File: src/rtl/divider_restoring.sv
// Sequential restoring divider: a 2*WIDTH-bit unsigned dividend divided by a WIDTH-bit divisor,
// one quotient bit per clock, with a start/busy/done handshake and divide-by-zero / overflow flags.
module divider_restoring #(
    parameter int WIDTH = 3
) (
    input  logic               clk,
    input  logic               rstn,
    input  logic               start,
    input  logic [2*WIDTH-1:0] dividend,
    input  logic [WIDTH-1:0]   divisor,
    output logic [WIDTH-1:0]   quotient,
    output logic [WIDTH-1:0]   remainder,
    output logic               busy,
    output logic               done,
    output logic               div_by_zero,
    output logic               overflow
);

    localparam int CW = (WIDTH > 1) ? $clog2(WIDTH) : 1;

    typedef enum logic [1:0] {
        IDLE = 2'd0,
        CALC = 2'd1,
        FIN  = 2'd2
    } state_t;

    state_t           state_q, state_d;
    logic [WIDTH:0]   r_q, r_d;
    logic [WIDTH-1:0] lo_q, lo_d;
    logic [WIDTH-1:0] qsh_q, qsh_d;
    logic [WIDTH-1:0] div_q, div_d;
    logic [CW-1:0]    cnt_q, cnt_d;
    logic [WIDTH-1:0] quotient_q, quotient_d;
    logic [WIDTH-1:0] remainder_q, remainder_d;
    logic             busy_q, busy_d;
    logic             done_q, done_d;
    logic             dbz_q, dbz_d;
    logic             ovf_q, ovf_d;

    logic [WIDTH:0]   trial_s;
    logic             qbit_s;

    // Next-state, datapath step and result loading.
    always_comb begin
        state_d     = state_q;
        r_d         = r_q;
        lo_d        = lo_q;
        qsh_d       = qsh_q;
        div_d       = div_q;
        cnt_d       = cnt_q;
        quotient_d  = quotient_q;
        remainder_d = remainder_q;
        dbz_d       = dbz_q;
        ovf_d       = ovf_q;
        trial_s     = {r_q[WIDTH-1:0], lo_q[WIDTH-1]};
        qbit_s      = 1'b0;

        case (state_q)
            IDLE: begin
                if (start) begin
                    div_d       = divisor;
                    dbz_d       = 1'b0;
                    ovf_d       = 1'b0;
                    quotient_d  = {WIDTH{1'b0}};
                    remainder_d = {WIDTH{1'b0}};
                    if (divisor == {WIDTH{1'b0}}) begin
                        dbz_d      = 1'b1;
                        quotient_d = {WIDTH{1'b1}};
                        state_d    = FIN;
                    end else if (dividend[2*WIDTH-1:WIDTH] >= divisor) begin
                        // Upper half not below the divisor means the quotient needs more than WIDTH bits.
                        ovf_d      = 1'b1;
                        quotient_d = {WIDTH{1'b1}};
                        state_d    = FIN;
                    end else begin
                        r_d     = {1'b0, dividend[2*WIDTH-1:WIDTH]};
                        lo_d    = dividend[WIDTH-1:0];
                        qsh_d   = {WIDTH{1'b0}};
                        cnt_d   = CW'(WIDTH - 1);
                        state_d = CALC;
                    end
                end else begin
                    state_d = IDLE;
                end
            end
            CALC: begin
                if (trial_s >= {1'b0, div_q}) begin
                    r_d    = trial_s - {1'b0, div_q};
                    qbit_s = 1'b1;
                end else begin
                    r_d    = trial_s;
                    qbit_s = 1'b0;
                end
                lo_d  = lo_q << 1;
                qsh_d = WIDTH'({qsh_q, qbit_s});
                if (cnt_q == {CW{1'b0}}) begin
                    quotient_d  = qsh_d;
                    remainder_d = r_d[WIDTH-1:0];
                    state_d     = FIN;
                end else begin
                    cnt_d = cnt_q - CW'(1);
                end
            end
            FIN: begin
                state_d = IDLE;
            end
            default: begin
                state_d = IDLE;
            end
        endcase

        busy_d = (state_d != IDLE);
        done_d = (state_d == FIN);
    end

    // State and datapath registers with asynchronous active-low reset.
    always_ff @(posedge clk or negedge rstn) begin
        if (!rstn) begin
            state_q     <= IDLE;
            r_q         <= {(WIDTH+1){1'b0}};
            lo_q        <= {WIDTH{1'b0}};
            qsh_q       <= {WIDTH{1'b0}};
            div_q       <= {WIDTH{1'b0}};
            cnt_q       <= {CW{1'b0}};
            quotient_q  <= {WIDTH{1'b0}};
            remainder_q <= {WIDTH{1'b0}};
            busy_q      <= 1'b0;
            done_q      <= 1'b0;
            dbz_q       <= 1'b0;
            ovf_q       <= 1'b0;
        end else begin
            state_q     <= state_d;
            r_q         <= r_d;
            lo_q        <= lo_d;
            qsh_q       <= qsh_d;
            div_q       <= div_d;
            cnt_q       <= cnt_d;
            quotient_q  <= quotient_d;
            remainder_q <= remainder_d;
            busy_q      <= busy_d;
            done_q      <= done_d;
            dbz_q       <= dbz_d;
            ovf_q       <= ovf_d;
        end
    end

    assign quotient    = quotient_q;
    assign remainder   = remainder_q;
    assign busy        = busy_q;
    assign done        = done_q;
    assign div_by_zero = dbz_q;
    assign overflow    = ovf_q;

endmodule

File: config.mk
export PLATFORM = sky130hd
export DESIGN_NAME = divider_restoring
export DESIGN_NICKNAME = d
export VERILOG_FILES = /design/src/rtl/divider_restoring.sv
export SDC_FILE = /design/constraint.sdc
export NUM_CORES = 1
export LEC_CHECK = 0
export BUFFER_PORTS_ARGS = -buffer_cell sky130_fd_sc_hd__buf_4
export CORE_MARGIN = 1
export CORE_UTILIZATION = 44
export DETAILED_ROUTE_END_ITERATION = 8
export GPL_TIMING_DRIVEN = 0
export SETUP_SLACK_MARGIN = 0.5
export SLEW_MARGIN = 40
export SYNTH_ARGS = -nofsm -noshare
export SYNTH_HDL_FRONTEND = slang
export SYNTH_SLANG_ARGS = --single-unit
File: constraint.sdc
create_clock -name clk -period 5.3 [get_ports clk]
set_input_delay 0.53 -clock clk [delete_from_list [all_inputs] [get_ports clk]]
set_output_delay 0.53 -clock clk [all_outputs]
set_load 0.02 [all_outputs]
==> results of run 1 <==
path summary, 6_finish.rpt:
check                                        to  cells after the start
max                          r_q[1]$_DFFE_PN0P_                      8
min                         lo_q[1]$_DFFE_PN0P_                      1
max reg2reg                  r_q[1]$_DFFE_PN0P_                      8
min reg2reg                div_q[1]$_DFFE_PN0P_                      2
max in group asynchronous  div_q[1]$_DFFE_PN0P_                      1
min in group clk            lo_q[0]$_DFFE_PN0P_                      2
power groups by stage:
stage               registers [uW]  clock network [uW]  logic, uW
floorplan                      370                   0        308
global placement               337                   0        470
detailed placement             340                   0        484
CTS                            337                93.7        489
global route                   351                 100        541
finish                         337                89.1        488
state kept, by name (all words and copies together) (netlist names):
signal,flops
div_q,3
lo_q,3
quotient,3
r_q,3
remainder,3
cnt_q,2
qsh_q,2
state_q,2
busy,1
div_by_zero,1
done,1
overflow,1
per-stage QoR:
stage,power (uW),worst slack [ns],instances
after floorplan,678,3.38,126
after global placement,807,3.13,178
after detailed placement,824,3.10,178
after CTS,919,3.11,182
after global routing,993,2.87,182
final,914,3.10,182
worst reg2reg max path: cells and delay by family, from the launching register on:
kind                     cells  cell delay (ns)
AO/OA/AOI/OAI                2             0.58
adder cells (fa/ha/maj)      2             0.59
buffers and inverters        2             0.16
flip-flops                   1             0.41
multiplexers                 1             0.18
AND/OR/NAND/NOR              1             0.17
metal layers:
layer | GRT usage [%] | routed length [um] | part of all wire [%]
met5 | 0 | 0 | 0
met4 | 8.36 | 39 | 1.4
met3 | 2.95 | 137 | 5.0
met2 | 30.1 | 1230 | 45
met1 | 26.6 | 1330 | 48
layout make-up:
cell class / count / area (sq um)
multi-input cells: 78 / 604
clock buffers: 3 / 22.5
well taps: 31 / 38.8
repair buffers: 21 / 158
plain buffers: 6 / 47.5
fillers: 270 / 1260
clock inverters: 1 / 7.51
inverters: 17 / 63.8
flip-flops and latches: 25 / 626
layout by cell type (no fill, tap or decap), types with 2 or more instances in the layout:
cell | Yosys | layout
buf_4 | 0 | 21
a21oi_1 | 2 | 2
dfrtp_1 | 25 | 25
a22o_2 | 3 | 3
nand2_1 | 7 | 7
buf_6 | 3 | 3
a222oi_1 | 2 | 2
nor2_1 | 8 | 8
nand2b_1 | 2 | 2
nand3_1 | 6 | 6
clkbuf_4 | 0 | 3
o21ai_0 | 9 | 9
o31ai_1 | 3 | 3
nor3_1 | 2 | 2
mux2i_1 | 3 | 3
mux2_2 | 3 | 3
o22ai_1 | 3 | 3
ha_1 | 7 | 7
inv_1 | 17 | 17
kinds of logic after synthesis:
kind of cell / after synthesis / synth area share [%]
adder cells (fa/ha/maj): 8 / 8.02
buffers and inverters: 23 / 8.30
multiplexers: 7 / 5.88
flip-flops: 25 / 46.6
AND/OR/NAND/NOR: 31 / 12.5
AO/OA/AOI/OAI: 32 / 18.7
==> run_summary.xml, run 1 <==
<?xml version="1.0" encoding="UTF-8"?>
<metrics>
  <group name="pwr">
    <metric name="internal-power" unit="uW">528</metric>
    <metric name="power.switching" unit="uW">386</metric>
    <metric name="pwr-share-comb" unit="%">53.4</metric>
    <metric name="p_sw_share" unit="%">42.2</metric>
    <metric name="cellLeakagePower" unit="uW">0.000777</metric>
    <metric name="irDropWorstVdd" unit="mV">0.262</metric>
    <metric name="seqPwrFrac" unit="%">36.9</metric>
    <metric name="power_per_cell_area" unit="mW/mm^2">583</metric>
    <metric name="relative_contribution_of_the_clock_network_to_total_power" unit="%">9.7</metric>
  </group>
  <group name="final_layout">
    <metric name="finish.net_count" unit="">172</metric>
    <metric name="final_cell_area" unit="sq mm">0.00157</metric>
    <metric name="area_growth" unit="%">16.9</metric>
    <metric name="fin_util" unit="%">55.4</metric>
    <metric name="drive_above_1_share" unit="%">27.2</metric>
    <metric name="diodes" unit="">0</metric>
  </group>
  <group name="synth">
    <metric name="synth.yosys.seq_area_share" unit="%">46.6</metric>
    <metric name="synth_seq_cells" unit="">25</metric>
    <metric name="synth.cells.most_frequent" unit="">25 x dfrtp_1, 17 x inv_1, 9 x o21ai_0, 8 x nor2_1</metric>
    <metric name="synth.area.top_cells" unit="">dfrtp_1 47%, ha_1 6.5%, inv_1 4.8%</metric>
    <metric name="syn-cell-area" unit="sq mm">0.00134</metric>
    <metric name="yosysWarnings" unit="">0</metric>
    <metric name="synthDistinctLibCells" unit="">38</metric>
    <metric name="postSynth.topFlopCell" unit="">dfrtp_1</metric>
    <metric name="synthMostInstantiatedCell" unit="">dfrtp_1</metric>
    <metric name="yosys.area.top_type_share" unit="%">46.6</metric>
    <metric name="postSynthNetCount" unit="">146</metric>
    <metric name="async_flop_share" unit="%">100</metric>
    <metric name="synth.avg_cell_area" unit="sq um">10.6</metric>
    <metric name="synth-edff-count" unit="">0</metric>
    <metric name="netlist.top_cell.by_area" unit="">dfrtp_1</metric>
    <metric name="number_of_instances_in_the_synthesized_netlist" unit="">126</metric>
  </group>
  <group name="clock_tree">
    <metric name="max-clock-path-buffers" unit="">2</metric>
    <metric name="holdBufCountCts" unit="">0</metric>
    <metric name="clkSinkCount" unit="">25</metric>
    <metric name="cts_buffers" unit="">3</metric>
    <metric name="htreeDepth" unit="">1</metric>
    <metric name="ctsRootBufferMaster" unit="">clkbuf_4</metric>
    <metric name="clock_insertion_delay_worst_skew" unit="ns">0.32</metric>
    <metric name="cts_tree" unit="">yes</metric>
    <metric name="cts_setup_buffers" unit="">0</metric>
    <metric name="clk_slew_on_worst_s_h_paths" unit="ns">0.14</metric>
    <metric name="postCtsResizedCells" unit="">0</metric>
  </group>
  <group name="floorplanning">
    <metric name="floorplan.initialDensity" unit="%">47.4</metric>
    <metric name="area_of_the_die" unit="sq mm">0.00327</metric>
    <metric name="floorplan.core_area" unit="sq mm">0.00283</metric>
    <metric name="die_w" unit="um">57.2</metric>
    <metric name="ios" unit="">22</metric>
    <metric name="fp-row-count" unit="">19</metric>
    <metric name="die_y" unit="um">57.2</metric>
  </group>
  <group name="timing">
    <metric name="post-route-min-period" unit="ns">2.20</metric>
    <metric name="timing.clock.skew" unit="ns">0.00196</metric>
    <metric name="fin_worst_hold_slack" unit="ns">0.0810</metric>
    <metric name="final.period_utilization" unit="%">41.5</metric>
    <metric name="slew-limit-headroom" unit="%">70.5</metric>
    <metric name="timing.final.hold_violations" unit="">0</metric>
    <metric name="setup_viol_count_final" unit="">0</metric>
    <metric name="final.setup.tns" unit="ns">0</metric>
    <metric name="timing.final.max_slew_violations" unit="">0</metric>
    <metric name="grt_setup_unrepaired" unit="">no</metric>
    <metric name="tightest_slew" unit="ns">0.442</metric>
    <metric name="timing.fmax" unit="GHz">0.454</metric>
  </group>
  <group name="grt">
    <metric name="overflow" unit="">0</metric>
    <metric name="grt.total_usage" unit="%">19.2</metric>
    <metric name="grt_max_degree" unit="">26</metric>
    <metric name="first_pass_grt_wire_length" unit="um">4770</metric>
    <metric name="grt_antenna_before_repair" unit="">0</metric>
    <metric name="number_of_global_route_vias_before_repair" unit="">1007</metric>
  </group>
  <group name="worst_setup_path">
    <metric name="timing.critical_path.fanout_max" unit="">4</metric>
    <metric name="r2r_start" unit="">lo_q[2]$_DFFE_PN0P_</metric>
    <metric name="worst_setup_path_startpoint" unit="">lo_q[2]$_DFFE_PN0P_</metric>
    <metric name="reg2reg_setup_slack" unit="ns">3.10</metric>
    <metric name="worstSetupEndpointType" unit="">flop</metric>
    <metric name="critPathLaunchType" unit="">flop</metric>
    <metric name="required_time_reported_for_the_critical_path_endpoint" unit="ns">5.52</metric>
    <metric name="worst_path_dominant_cell_family" unit="">adder cells</metric>
    <metric name="critPathKind" unit="">reg2reg</metric>
    <metric name="critical_path_buf_inv_count" unit="">2</metric>
    <metric name="worst_ep_arrival_time" unit="ns">2.42</metric>
    <metric name="timing.critical_path.slowest_cell_delay" unit="ns">0.42</metric>
    <metric name="timing.critical_path.slowest_stage_cell" unit="">fa_1</metric>
    <metric name="cp_common_cell" unit="">inv_1</metric>
    <metric name="cp_cell_sequence" unit="">inv_1, ha_1, inv_1, fa_1, a211oi_1, nand2_1, mux2i_1, a222oi_1</metric>
  </group>
  <group name="routing">
    <metric name="drc_errors" unit="">4</metric>
    <metric name="detail_route.first_pass.iterations" unit="">7</metric>
    <metric name="route.detailed.wl_per_inst" unit="um">15.0</metric>
    <metric name="routed_via_density" unit="">5.53</metric>
    <metric name="sum_of_routed_wire_length_over_all_layers" unit="um">2740</metric>
    <metric name="total_number_of_vias" unit="">1007</metric>
    <metric name="antenna_violating_nets_post_route" unit="">0</metric>
    <metric name="drt-initial-drc-count" unit="">65</metric>
  </group>
  <group name="placed_design">
    <metric name="post-dp-hpwl" unit="um">1960</metric>
    <metric name="placed_cell_area" unit="sq mm">0.00154</metric>
    <metric name="placement.io_buffers" unit="">21</metric>
    <metric name="place_congestion" unit="">0.734</metric>
  </group>
  <group name="job">
    <metric name="max-cap-violations" unit="">0</metric>
  </group>
  <group name="min_path">
    <metric name="worstHoldPathType" unit="">in2async</metric>
  </group>
  <group name="outcome">
    <metric name="status" unit="">finished with violations</metric>
    <metric name="violations" unit="">DRC</metric>
  </group>
</metrics>
Power figures use the tool's default switching activity.
==> run 2: changes to the inputs <==
--- a/config.mk
+++ b/config.mk
@@ -10,6 +10,7 @@
 export CORE_UTILIZATION = 44
 export DETAILED_ROUTE_END_ITERATION = 8
 export GPL_TIMING_DRIVEN = 0
+export PLACE_DENSITY = 0.67
 export SETUP_SLACK_MARGIN = 0.5
 export SLEW_MARGIN = 40
 export SYNTH_ARGS = -nofsm -noshare
==> constraint.sdc (replaced) <==
create_clock -name clk -period 1.95 [get_ports clk]
set_input_delay 0.195 -clock clk [delete_from_list [all_inputs] [get_ports clk]]
set_output_delay 0.195 -clock clk [all_outputs]
set_load 0.02 [all_outputs]
==> run_summary.xml, run 2 (synthesis gave the netlist of run 1 again) <==
<?xml version="1.0" encoding="UTF-8"?>
<metrics>
  <group name="outcome">
    <metric name="status" unit="">finished with violations</metric>
    <metric name="violations" unit="">DRC</metric>
  </group>
  <group name="floorplanning">
    <metric name="fp-row-count" unit="">19</metric>
    <metric name="die_y" unit="um">57.2</metric>
    <metric name="floorplan.initialDensity" unit="%">47.4</metric>
    <metric name="floorplan.core_area" unit="sq mm">0.00283</metric>
    <metric name="die_w" unit="um">57.2</metric>
    <metric name="ios" unit="">22</metric>
    <metric name="area_of_the_die" unit="sq mm">0.00327</metric>
  </group>
  <group name="timing">
    <metric name="fin_worst_hold_slack" unit="ns">0.0525</metric>
    <metric name="timing.final.max_slew_violations" unit="">0</metric>
    <metric name="final.setup.tns" unit="ns">0</metric>
    <metric name="setup_slack" unit="ns">0.0534</metric>
    <metric name="final.period_utilization" unit="%">97.3</metric>
    <metric name="slew-limit-headroom" unit="%">76.8</metric>
    <metric name="timing.clock.skew" unit="ns">0.0123</metric>
    <metric name="grt_setup_unrepaired" unit="">yes</metric>
    <metric name="timing.final.hold_violations" unit="">0</metric>
    <metric name="tightest_slew" unit="ns">0.348</metric>
    <metric name="post-route-min-period" unit="ns">1.90</metric>
    <metric name="setup_viol_count_final" unit="">0</metric>
    <metric name="timing.fmax" unit="GHz">0.527</metric>
  </group>
  <group name="final_layout">
    <metric name="finish.net_count" unit="">185</metric>
    <metric name="drive_above_1_share" unit="%">42.7</metric>
    <metric name="leading_cell_types_in_the_layout_fill_and_taps_excluded" unit="">33 x buf_4, 25 x dfrtp_1, 13 x inv_1, 8 x nor2_1, 7 x nand2_1</metric>
    <metric name="area_growth" unit="%">33.5</metric>
    <metric name="leading_cell_type_in_the_layout_fill_and_taps_excluded" unit="">buf_4</metric>
    <metric name="diodes" unit="">0</metric>
  </group>
  <group name="worst_setup_path">
    <metric name="worst_ep_arrival_time" unit="ns">2.14</metric>
    <metric name="r2r_start" unit="">lo_q[2]$_DFFE_PN0P_</metric>
    <metric name="critPathLaunchType" unit="">flop</metric>
    <metric name="worst-r2r-cell-count" unit="">8</metric>
    <metric name="timing.critical_path.fanout_max" unit="">3</metric>
    <metric name="r2r_end" unit="">r_q[1]$_DFFE_PN0P_</metric>
    <metric name="worstSetupEndpointType" unit="">flop</metric>
    <metric name="critPathKind" unit="">reg2reg</metric>
    <metric name="reg2reg_setup_slack" unit="ns">0.05</metric>
    <metric name="required_time_reported_for_the_critical_path_endpoint" unit="ns">2.19</metric>
  </group>
  <group name="min_path">
    <metric name="hold_path_startpoint" unit="">dividend[0]</metric>
    <metric name="hold_path_end" unit="">lo_q[0]$_DFFE_PN0P_</metric>
    <metric name="worstHoldPathType" unit="">in2reg</metric>
    <metric name="min_delay_path_depth" unit="">2</metric>
  </group>
  <group name="grt">
    <metric name="grt_antenna_before_repair" unit="">0</metric>
    <metric name="number_of_global_route_vias_before_repair" unit="">1049</metric>
    <metric name="overflow" unit="">0</metric>
    <metric name="first_pass_grt_wire_length" unit="um">4930</metric>
    <metric name="grt.total_usage" unit="%">19.9</metric>
    <metric name="grt_max_degree" unit="">26</metric>
  </group>
  <group name="placed_design">
    <metric name="place_congestion" unit="">0.865</metric>
    <metric name="worst_slack_at_placement" unit="ns">0.0508</metric>
    <metric name="placement.io_buffers" unit="">21</metric>
    <metric name="post-dp-hpwl" unit="um">2060</metric>
  </group>
  <group name="routing">
    <metric name="drt-initial-drc-count" unit="">64</metric>
    <metric name="total_number_of_vias" unit="">1079</metric>
    <metric name="drc_errors" unit="">4</metric>
    <metric name="sum_of_routed_wire_length_over_all_layers" unit="um">2930</metric>
    <metric name="detail_route.first_pass.iterations" unit="">6</metric>
    <metric name="antenna_violating_nets_post_route" unit="">0</metric>
    <metric name="routed_via_density" unit="">5.53</metric>
    <metric name="route.detailed.wl_per_inst" unit="um">15.0</metric>
  </group>
  <group name="clock_tree">
    <metric name="cts_tree" unit="">yes</metric>
    <metric name="ctsRootBufferMaster" unit="">clkbuf_4</metric>
    <metric name="htreeDepth" unit="">1</metric>
    <metric name="clock_insertion_delay_worst_skew" unit="ns">0.34</metric>
    <metric name="max-clock-path-buffers" unit="">2</metric>
    <metric name="clk_slew_on_worst_s_h_paths" unit="ns">0.16</metric>
    <metric name="cts_buffers" unit="">3</metric>
    <metric name="clkSinkCount" unit="">25</metric>
  </group>
  <group name="pwr">
    <metric name="cellLeakagePower" unit="uW">0.000866</metric>
    <metric name="power_per_cell_area" unit="mW/mm^2">1610</metric>
    <metric name="irDropWorstVdd" unit="mV">0.691</metric>
  </group>
  <group name="job">
    <metric name="max-cap-violations" unit="">0</metric>
  </group>
</metrics>
==> run 2: cell count changes in the layout (fill, tap and decap cells not counted), moves of 3 or more <==
| cell | before | now |
|---|---|---|
| ha_4 | 0 | 3 |
| o21ai_0 | 9 | 3 |
| buf_4 | 21 | 33 |
| inv_2 | 0 | 3 |
| o21ai_1 | 0 | 5 |
| inv_1 | 17 | 13 |
| ha_1 | 7 | 4 |
==> run 2: metal layers <==
metal,share of wire [%],track usage (%),vias to the layer above
met5,0,0,-
met4,1.7,7.32,0
met3,4.0,2.04,4
met2,49,32.6,27
met1,45,27.5,530
li1,-,-,518
==> run 2: report_power, final <==
part           switching, uW  internal (uW)  leakage (uW)  total (uW)
clock network            177           78.9     0.0000139         256
logic                    833            854      0.000547        1690
registers                173            759      0.000305         932
total                   1180           1690      0.000866        2870
==> run 2: repair_timing <==
item / 4_1_cts / 5_1_grt
setup endpoints to repair: 15 / 21
buffers inserted: 8 / 4
hold endpoints to repair: 25 / 0
resized for setup: 12 / 8
pin swaps: 6 / 2
hold buffers: 1 / 0
==> run 2: worst max path at each step <==
stage                                    from                  to  slack (ns)
after floorplan           lo_q[2]$_DFFE_PN0P_  r_q[1]$_DFFE_PN0P_        0.25
after global placement    lo_q[2]$_DFFE_PN0P_  r_q[1]$_DFFE_PN0P_        0.08
after detailed placement  lo_q[2]$_DFFE_PN0P_  r_q[1]$_DFFE_PN0P_        0.05
after CTS                 lo_q[2]$_DFFE_PN0P_  r_q[1]$_DFFE_PN0P_        0.06
after global routing      lo_q[2]$_DFFE_PN0P_  r_q[1]$_DFFE_PN0P_       -0.05
final                     lo_q[2]$_DFFE_PN0P_  r_q[1]$_DFFE_PN0P_        0.05
==> run 2: through the flow <==
stage / area (sq um) / total power (uW) / std cells / utilization, %
3_3_place_gp: 1610 / 2250 / 178 / 56.7
6_report: 1790 / 2870 / 195 / 63.3
2_1_floorplan: 1410 / 1900 / 126 / -
3_5_place_dp: 1610 / 2320 / 178 / 56.7
4_1_cts: 1740 / 2770 / 191 / 61.4
5_1_grt: 1790 / 3090 / 195 / 63.3
==> run 2: layout make-up <==
type | instances | area, sq um
fill | 227 | 1040
multi-input combinational | 78 | 697
sequential | 25 | 626
timing repair buffer | 34 | 258
inverter | 17 | 76.3
buffer | 6 | 65.1
tap | 31 | 38.8
clock buffer | 3 | 22.5
clock inverter | 1 | 7.51
==> run 2: worst max-delay path: stages, from the launching register on <==
cell and delay (ns):
dfrtp_1 0.43, inv_2 0.09, ha_4 0.13, inv_2 0.03, fa_2 0.36, a211oi_2 0.23
nand2_1 0.13, mux2i_2 0.19, a222oi_1 0.22
